$ cat config.mk
export PLATFORM = sky130hd
export DESIGN_NAME = issue_scoreboard
export DESIGN_NICKNAME = d
export VERILOG_FILES = /design/src/rtl/issue_scoreboard.sv
export SDC_FILE = /design/constraint.sdc
export NUM_CORES = 1
export LEC_CHECK = 0
export CORE_ASPECT_RATIO = 0.75
export CORE_MARGIN = 10
export CORE_UTILIZATION = 49
export CTS_CLUSTER_DIAMETER = 200
export DETAILED_ROUTE_END_ITERATION = 6
export PLACE_DENSITY = 0.85
export SYNTH_ARGS = -nofsm -noshare
export SYNTH_HDL_FRONTEND = slang
export SYNTH_SLANG_ARGS = --single-unit
export TNS_END_PERCENT = 50
$ cat constraint.sdc
create_clock -name CLK -period 5.1 [get_ports CLK]
set_clock_uncertainty 0.2 [all_clocks]
set_input_delay 1.275 -clock CLK [delete_from_list [all_inputs] [get_ports CLK]]
set_output_delay 1.275 -clock CLK [all_outputs]
set_load 0.005 [all_outputs]
$ cat src/rtl/issue_scoreboard.sv
// Issue-stage scoreboard: register/flag/PC write tracking and unit occupancy.
// Optional SB_WB_BYPASS_EN lets same-cycle writeback releases clear hazards.
module issue_scoreboard #(
   parameter int MUL_LAT = 4,
   parameter int FP_LAT  = 6
) (
   input  logic        CLK,
   input  logic        Reset,
   input  logic        IssueI,
   input  logic [3:0]  RA1I,
   input  logic [3:0]  RA2I,
   input  logic [3:0]  WA3I,
   input  logic        ALUSrcI,
   input  logic        RegWI,
   input  logic        NoWriteI,
   input  logic [3:0]  FlagWI,
   input  logic [3:0]  CondI,
   input  logic        MULSI,
   input  logic        FPSI,
   input  logic        PCSI,
   input  logic        Flush,
   input  logic        WBValid,
   input  logic [3:0]  WBWA3,
   input  logic        WBRegW,
   input  logic        WBFlagW,
   output logic        IssueGo,
   output logic        StallI,
   output logic [15:0] BusyMask,
   output logic        FlagsBusy,
   output logic        PCPending,
   output logic        MulBusy,
   output logic        FpBusy
);

   localparam logic [3:0] MUL_INIT = 4'(MUL_LAT);
   localparam logic [3:0] FP_INIT  = 4'(FP_LAT);

   logic [15:0] busy;
   logic        flags_busy;
   logic        pc_pend;
   logic [3:0]  mul_cnt;
   logic [3:0]  fp_cnt;

   logic        wr;
   logic        flag_w;
   logic        needs_flags;
   logic [15:0] rel_mask;
   logic        rel_pc;
   logic        rel_flags;
   logic [15:0] set_mask;
   logic        set_pc;
   logic        set_flags;
   logic [15:0] chk_busy;
   logic        chk_flags;
   logic        chk_pc;
   logic        raw1;
   logic        raw2;
   logic        waw;
   logic        haz_flags;
   logic        hazard;

   assign wr          = RegWI & ~NoWriteI;
   assign flag_w      = |FlagWI;
   assign needs_flags = (CondI != 4'b1110);

   // Writeback release decode; R15 maps onto the PC-pending bit
   always_comb begin
      rel_mask = '0;
      if (WBValid && WBRegW && (WBWA3 != 4'hF))
         rel_mask[WBWA3] = 1'b1;
   end

   assign rel_pc    = WBValid & WBRegW & (WBWA3 == 4'hF);
   assign rel_flags = WBValid & WBFlagW;

`ifdef SB_WB_BYPASS_EN
   assign chk_busy  = busy & ~rel_mask;
   assign chk_flags = flags_busy & ~rel_flags;
   assign chk_pc    = pc_pend & ~rel_pc;
`else
   assign chk_busy  = busy;
   assign chk_flags = flags_busy;
   assign chk_pc    = pc_pend;
`endif

   assign raw1      = (RA1I != 4'hF) & chk_busy[RA1I];
   assign raw2      = ~ALUSrcI & (RA2I != 4'hF) & chk_busy[RA2I];
   assign waw       = wr & chk_busy[WA3I];
   assign haz_flags = chk_flags & (needs_flags | flag_w);

   assign hazard = raw1 | raw2 | waw | haz_flags | chk_pc
                 | (MULSI & MulBusy) | (FPSI & FpBusy);

   assign IssueGo = IssueI & ~hazard & ~Flush;
   assign StallI  = IssueI & hazard & ~Flush;

   always_comb begin
      set_mask = '0;
      if (IssueGo && wr && (WA3I != 4'hF))
         set_mask[WA3I] = 1'b1;
   end

   assign set_pc    = IssueGo & ((wr & (WA3I == 4'hF)) | PCSI);
   assign set_flags = IssueGo & flag_w;

   // Clear first, then set: a new writer wins over a same-edge release
   always_ff @(posedge CLK) begin
      if (Reset) begin
         busy       <= '0;
         flags_busy <= 1'b0;
         pc_pend    <= 1'b0;
         mul_cnt    <= '0;
         fp_cnt     <= '0;
      end else begin
         busy       <= (busy & ~rel_mask) | set_mask;
         flags_busy <= (flags_busy & ~rel_flags) | set_flags;
         pc_pend    <= (pc_pend & ~rel_pc) | set_pc;
         if (IssueGo && MULSI)
            mul_cnt <= MUL_INIT;
         else if (mul_cnt != '0)
            mul_cnt <= mul_cnt - 4'd1;
         if (IssueGo && FPSI)
            fp_cnt <= FP_INIT;
         else if (fp_cnt != '0)
            fp_cnt <= fp_cnt - 4'd1;
      end
   end

   assign BusyMask  = busy;
   assign FlagsBusy = flags_busy;
   assign PCPending = pc_pend;
   assign MulBusy   = (mul_cnt != '0);
   assign FpBusy    = (fp_cnt != '0);

endmodule
; Word level (Yosys, flattened, before mapping)
; Index checks and enable logic that the tools add are counted.
[op_classes]
n_addsub = 2
bitwise_logic = 39
n_eq_ne = 7
n_lt_le_gt_ge = 6
muxes = 16
reduce_logical = 15
[ops]
columns = operator, n
row1 = $mux 16, 2
row2 = $and 1x1->1, 20
row3 = $lt 4x5->1 const B, 4
row4 = $ne 4x4->1 const B, 5
row5 = $and 16x16->16, 1
row6 = $not 16->16, 1
row7 = $or 16x16->16, 1
row8 = $bmux 1 s4, 3
row9 = $mux 3, 4
row10 = $or 1x1->1, 10
row11 = $demux 1 s4, 2
row12 = $eq 4x4->1 const B, 2
row13 = $ge 4x1->1 const B, 2
row14 = $logic_and 1x1->1, 8
row15 = $reduce_bool 4->1, 2
row16 = $sub 4x1->4 const B, 2
row17 = $not 1->1, 6
row18 = $mux 1, 5
row19 = $reduce_bool 2->1, 2
row20 = $reduce_or 2->1, 2
row21 = $reduce_or 4->1, 1
[word_totals]
inputBits = 37
output_inout_bits = 22
regBits = 26

; Depth between registers and ports, before layout
[depth]
word_depth = 16
ltp_mapped = 10

; Least setup slack after synthesis
; Ideal clock, no wire load.
[synth_timing]
path_type = in2out
start = input port RA1I[1]
end = output port IssueGo
t_required_ns = 3.625
path_slack_ns = 1.052
path_stages = 7
t_arrival_ns = 2.573
cell_sequence = mux4_2 nand2b_1 o211ai_1 and4_1 nand3_2 clkbuf_1 nor2_1
[synth_between]
elab_chain_len = 12
word_cells_on_any_way = 13
[synth_lines]
columns = item, line_no
row1 = "start, declared", 10  ; input logic [3:0] RA1I,
row2 = $bmux 1 s4, 86  ; assign raw1 = (RA1I != 4'hF) & chk_busy[RA1I];
row3 = $mux 1 (not written as such), 86
row4 = $and 1x1->1 (*), 86
row5 = $or 1x1->1 (*) (4 in series), 91  ; assign hazard = raw1 | raw2 | waw | haz_flags | chk_pc
row6 = $or 1x1->1 (*) (2 in series), 92  ; | (MULSI & MulBusy) | (FPSI & FpBusy);
row7 = $not 1->1 (*), 94  ; assign IssueGo = IssueI & ~hazard & ~Flush;
row8 = $and 1x1->1 (*) (2 in series), 94
row9 = "end, declared", 26  ; output logic IssueGo,
; Mark *: on every way between the ends. The rest lies on a longest branch, timed or not. The select of a mux whose other input is x is not followed.

; Worst setup path in the final report
; Same ends and word-level chain as after synthesis.

==> qor.yml <==
drt:
  route.detailed.drc: 0
  routedWlPerCell_um: 18.81
  drt-initial-drc-count: 228
  pre_repair_dr_iteration_count: 5
  post_drt_via_cell_ratio: 6.266
  finalWirelength_mm: 5.737
  vias: 1911
  final_antenna_net_count: 0
critical_path:
  crit_top_cell: "clkdlybuf4s50_1"
  critical_path.max_fanout: 2
  cp.arrival_ns: 3.51
  worstPathRequired_ns: 3.62
  timing.critical_path.slowest_stage_cell: "clkdlybuf4s50_1"
  number_of_cells_on_the_worst_reg_to_reg_path: 9
  worstSetupPathType: "in2out"
  timing.reg2reg.setup_slack_ns: 2.15
  setup.worst_path.start_class: "input port"
  r2r-end: "BusyMask[11]"
  crit_path_cell_trace: "clkdlybuf4s50_1 -> mux4_2 -> nand2b_1 -> o211ai_1 -> and4_1 -> nand3_2 -> nor2_1 -> clkdlybuf4s50_1"
  r2r_start: "mul_cnt[0]"
  critical_path.endpoint_type: "primary output"
  critPathMaxStageDelay_ns: 0.52
grt:
  total_global_routing_overflow: 0
  antenna_found_initial: 0
  largest_net_degree_at_the_start_of_global_routing: 24
  grt_pass1_wl_mm: 9.218
  via_count_of_the_first_global_routing_pass: 1891
  globalRouteTotalUtil_pct: 17.84
synth:
  post_synth_instance_area_um2: 1734
  ys_seq_elements: 26
  netlist_top_cells_area: "dfxtp_1, mux2i_1, mux4_2"
  seq_area_frac_synth_pct: 30.01
  syn-num-nets: 245
  synth_area_per_cell_um2: 8.378
  synthCells: 207
  yosys_most_used_dff: "dfxtp_1"
  synth_enable_flop_cells: 0
  yosysWarningCount: 0
  synth_top_area_share_pct: 30.01
  yosys.cell_types.count: 44
  cell_taking_the_most_area_after_synthesis: "dfxtp_1"
  postSynth.asyncResetShare_pct: 0
pwr:
  power.share.clock_pct: 27.6
  power.share.sequential_pct: 37.0
  share_comb_of_total_power_pct: 35.4
  switching_part_of_the_total_power_pct: 30.32
  vdd_drop_max_v: 0.0001767
  power.internal_w: 0.0004338
  switchingPower_w: 0.0001887
  p_leak_nw: 0.8536
  p_per_area_nw_per_um2: 254.9
die:
  die_h_um: 71.52
  starting_density_of_the_core_pct: 51.68
  floorplan.core_area_um2: 3356
  die-width_um: 88.70
  dieArea_um2: 6343
  ioPinCount: 59
  rows: 18
timing:
  fin_tns_setup_ns: 0
  max_freq_mhz: 200.4
  rsz_0062_raised_after_global_routing: "no"
  tightestPinTransition_ns: 0.6724
  max_slew_margin_pct: 55.12
  final-max-slew-violation-count: 0
  setup_ws_ns: 0.1104
  post-route-min-period_ns: 4.990
  fin_crit_sh_pct: 97.83
  timing.final.hold_violations: 0
  final_setup_violation_count: 0
cells_and_area:
  antennaDiodeCount: 0
  finish.utilization_pct: 72.78
  nets: 304
  final_layout_size_suffix_gt1_share_pct: 8.679
  fill_cells: 262
  synthToLayoutAreaGrowth_pct: 40.84
clock_tree:
  cts.sink_count: 26
  cts_hold_buffers: 0
  clock_pin_transition_on_the_worst_setup_and_hold_timing_paths_ns: 0.09
  clock_tree.root_cell: "clkbuf_8"
  cts_inserted_buffers: 3
  htree_num_levels: 1
  tritoncts: "yes"
  clockBufferDepth: 2
  clk-insertion-delay-late_ns: 0.27
  cts.repair_timing.setup_buffer_count: 0
  cts_resized: 0
placement:
  place.gp.congestion: 0.9589
  count_of_input_and_output_buffers: 58
  dp_slack_ns: 0.1361
  detailed_place_hpwl_mm: 4.453
min_path:
  min_delay_worst_endpoint: "fp_cnt[3]"
  min_path_cells: 1
  startpoint_of_the_worst_hold_path: "fp_cnt[3]"
  hold_path_class: "reg2reg"
status:
  outcome: "complete, no violations"
job:
  max-cap-violations: 0
[power by group through the flow]
stage | sequential, W | clock [W] | combinational [W]
floorplan | 0.000233 | 0 | 0.000137
global placement | 0.000235 | 0 | 0.000215
detailed placement | 0.000235 | 0 | 0.000219
CTS | 0.000231 | 0.000172 | 0.000220
global route | 0.000233 | 0.000183 | 0.000243
finish | 0.000230 | 0.000172 | 0.000220
[critical path, delay by kind of cell]
kind,cells,cell delay (ns)
muxes,1,0.49
AOI/OAI and AO/OA,1,0.07
and+or+nand+nor,4,0.64
buffers and inverters,2,1.03
[per-layer routing]
layer  share of wire, %  global-route usage, %  vias up
met3                 12                  5.876        5
met1                 44                  24.04      895
li1                   -                      -      913
met5                  0                      0        -
met4               0.35                  3.399        0
met2                 44                  27.07       98
[registers in the layout (all words and copies together), names as in the netlist]
signal,flops
fp_cnt,4
mul_cnt,4
BusyMask,16
FlagsBusy,1
PCPending,1
[how the worst max path moves through the flow]
| stage | start | endpoint | slack [ns] | cells past startpoint |
|---|---|---|---|---|
| 2_1_floorplan | RA1I[1] | IssueGo | 1.05 | 7 |
| 6_report | RA1I[1] | IssueGo | 0.11 | 8 |
| 5_1_grt | RA1I[1] | IssueGo | 0.01 | 8 |
| 3_3_place_gp | RA1I[1] | IssueGo | 0.16 | 8 |
| 3_5_place_dp | RA1I[0] | IssueGo | 0.14 | 7 |
| 4_1_cts | RA1I[0] | IssueGo | 0.11 | 7 |
[through the flow]
| stage | total power (W) | hold slack [ns] | cell area (µm²) | instances |
|---|---|---|---|---|
| 2_1_floorplan | 0.0003699 | 0.2492 | 1734 | 207 |
| 5_1_grt | 0.0006593 | 0.3070 | 2442 | 305 |
| 4_1_cts | 0.0006232 | 0.2830 | 2442 | 305 |
| 3_5_place_dp | 0.0004540 | 0.2680 | 2371 | 301 |
| 6_report | 0.0006226 | 0.2821 | 2442 | 305 |
| 3_3_place_gp | 0.0004502 | 0.2584 | 2371 | 301 |
[cell usage in the layout, fill, tap and decap left out, types with 2 or more instances in the layout]
master           netlist  routed
o211ai_1              10      10
clkdlybuf4s50_1        0      58
or4_1                  2       2
nand4_1                2       2
mux2i_1               12      12
inv_1                  9       9
a311oi_1               2       2
nand3b_1               3       3
nor2b_1                5       5
nor4_1                 2       2
o311a_1                4       4
nand2_1               22      22
nand2b_1               5       5
or3_1                  2       2
buf_4                  0       8
o21ai_0               12      12
a21oi_1                5       5
clkbuf_8               0       3
nor3_1                 6       6
nor3b_1                3       3
nand3_1               15      15
nor2_1                13      13
a31oi_1                2       2
dfxtp_1               26      26
mux4_2                 5       5
o41ai_1                3       3
o311ai_0               5       5
o41ai_2                2       2
o31ai_1                4       4
[logic make-up after synthesis]
logic type                 count (synthesis)  synth area share [%]
and+or+nand+nor                           85                 25.61
AOI/OAI and AO/OA                         55                 24.03
DFF                                       26                 30.01
buffers and inverters                     21                 5.050
muxes                                     18                 14.07
xor gates and xnor gates                   1                0.5051
adders and majority gates                  1                0.7214
[cell type report]
class | count | area, µm² | share of cell area (%)
Multi-Input combinational cell | 160 | 1126 | 46.11
Timing Repair Buffer | 66 | 640.6 | 26.23
Sequential cell | 26 | 520.5 | 21.31
Tap cell | 40 | 50.05 | 2.049
Clock buffer | 3 | 41.29 | 1.691
Inverter | 9 | 33.78 | 1.383
Clock inverter | 1 | 30.03 | 1.230
[synth_stat cells (all sizes together), types with 6 or more instances]
library cell / number
nand2: 22
inv: 9
nor2: 13
o211ai: 10
o21ai: 12
nand3: 16
mux2i: 12
clkbuf: 8
nor3: 6
dfxtp: 26
No activity file was read; power rests on OpenSTA's default activity.
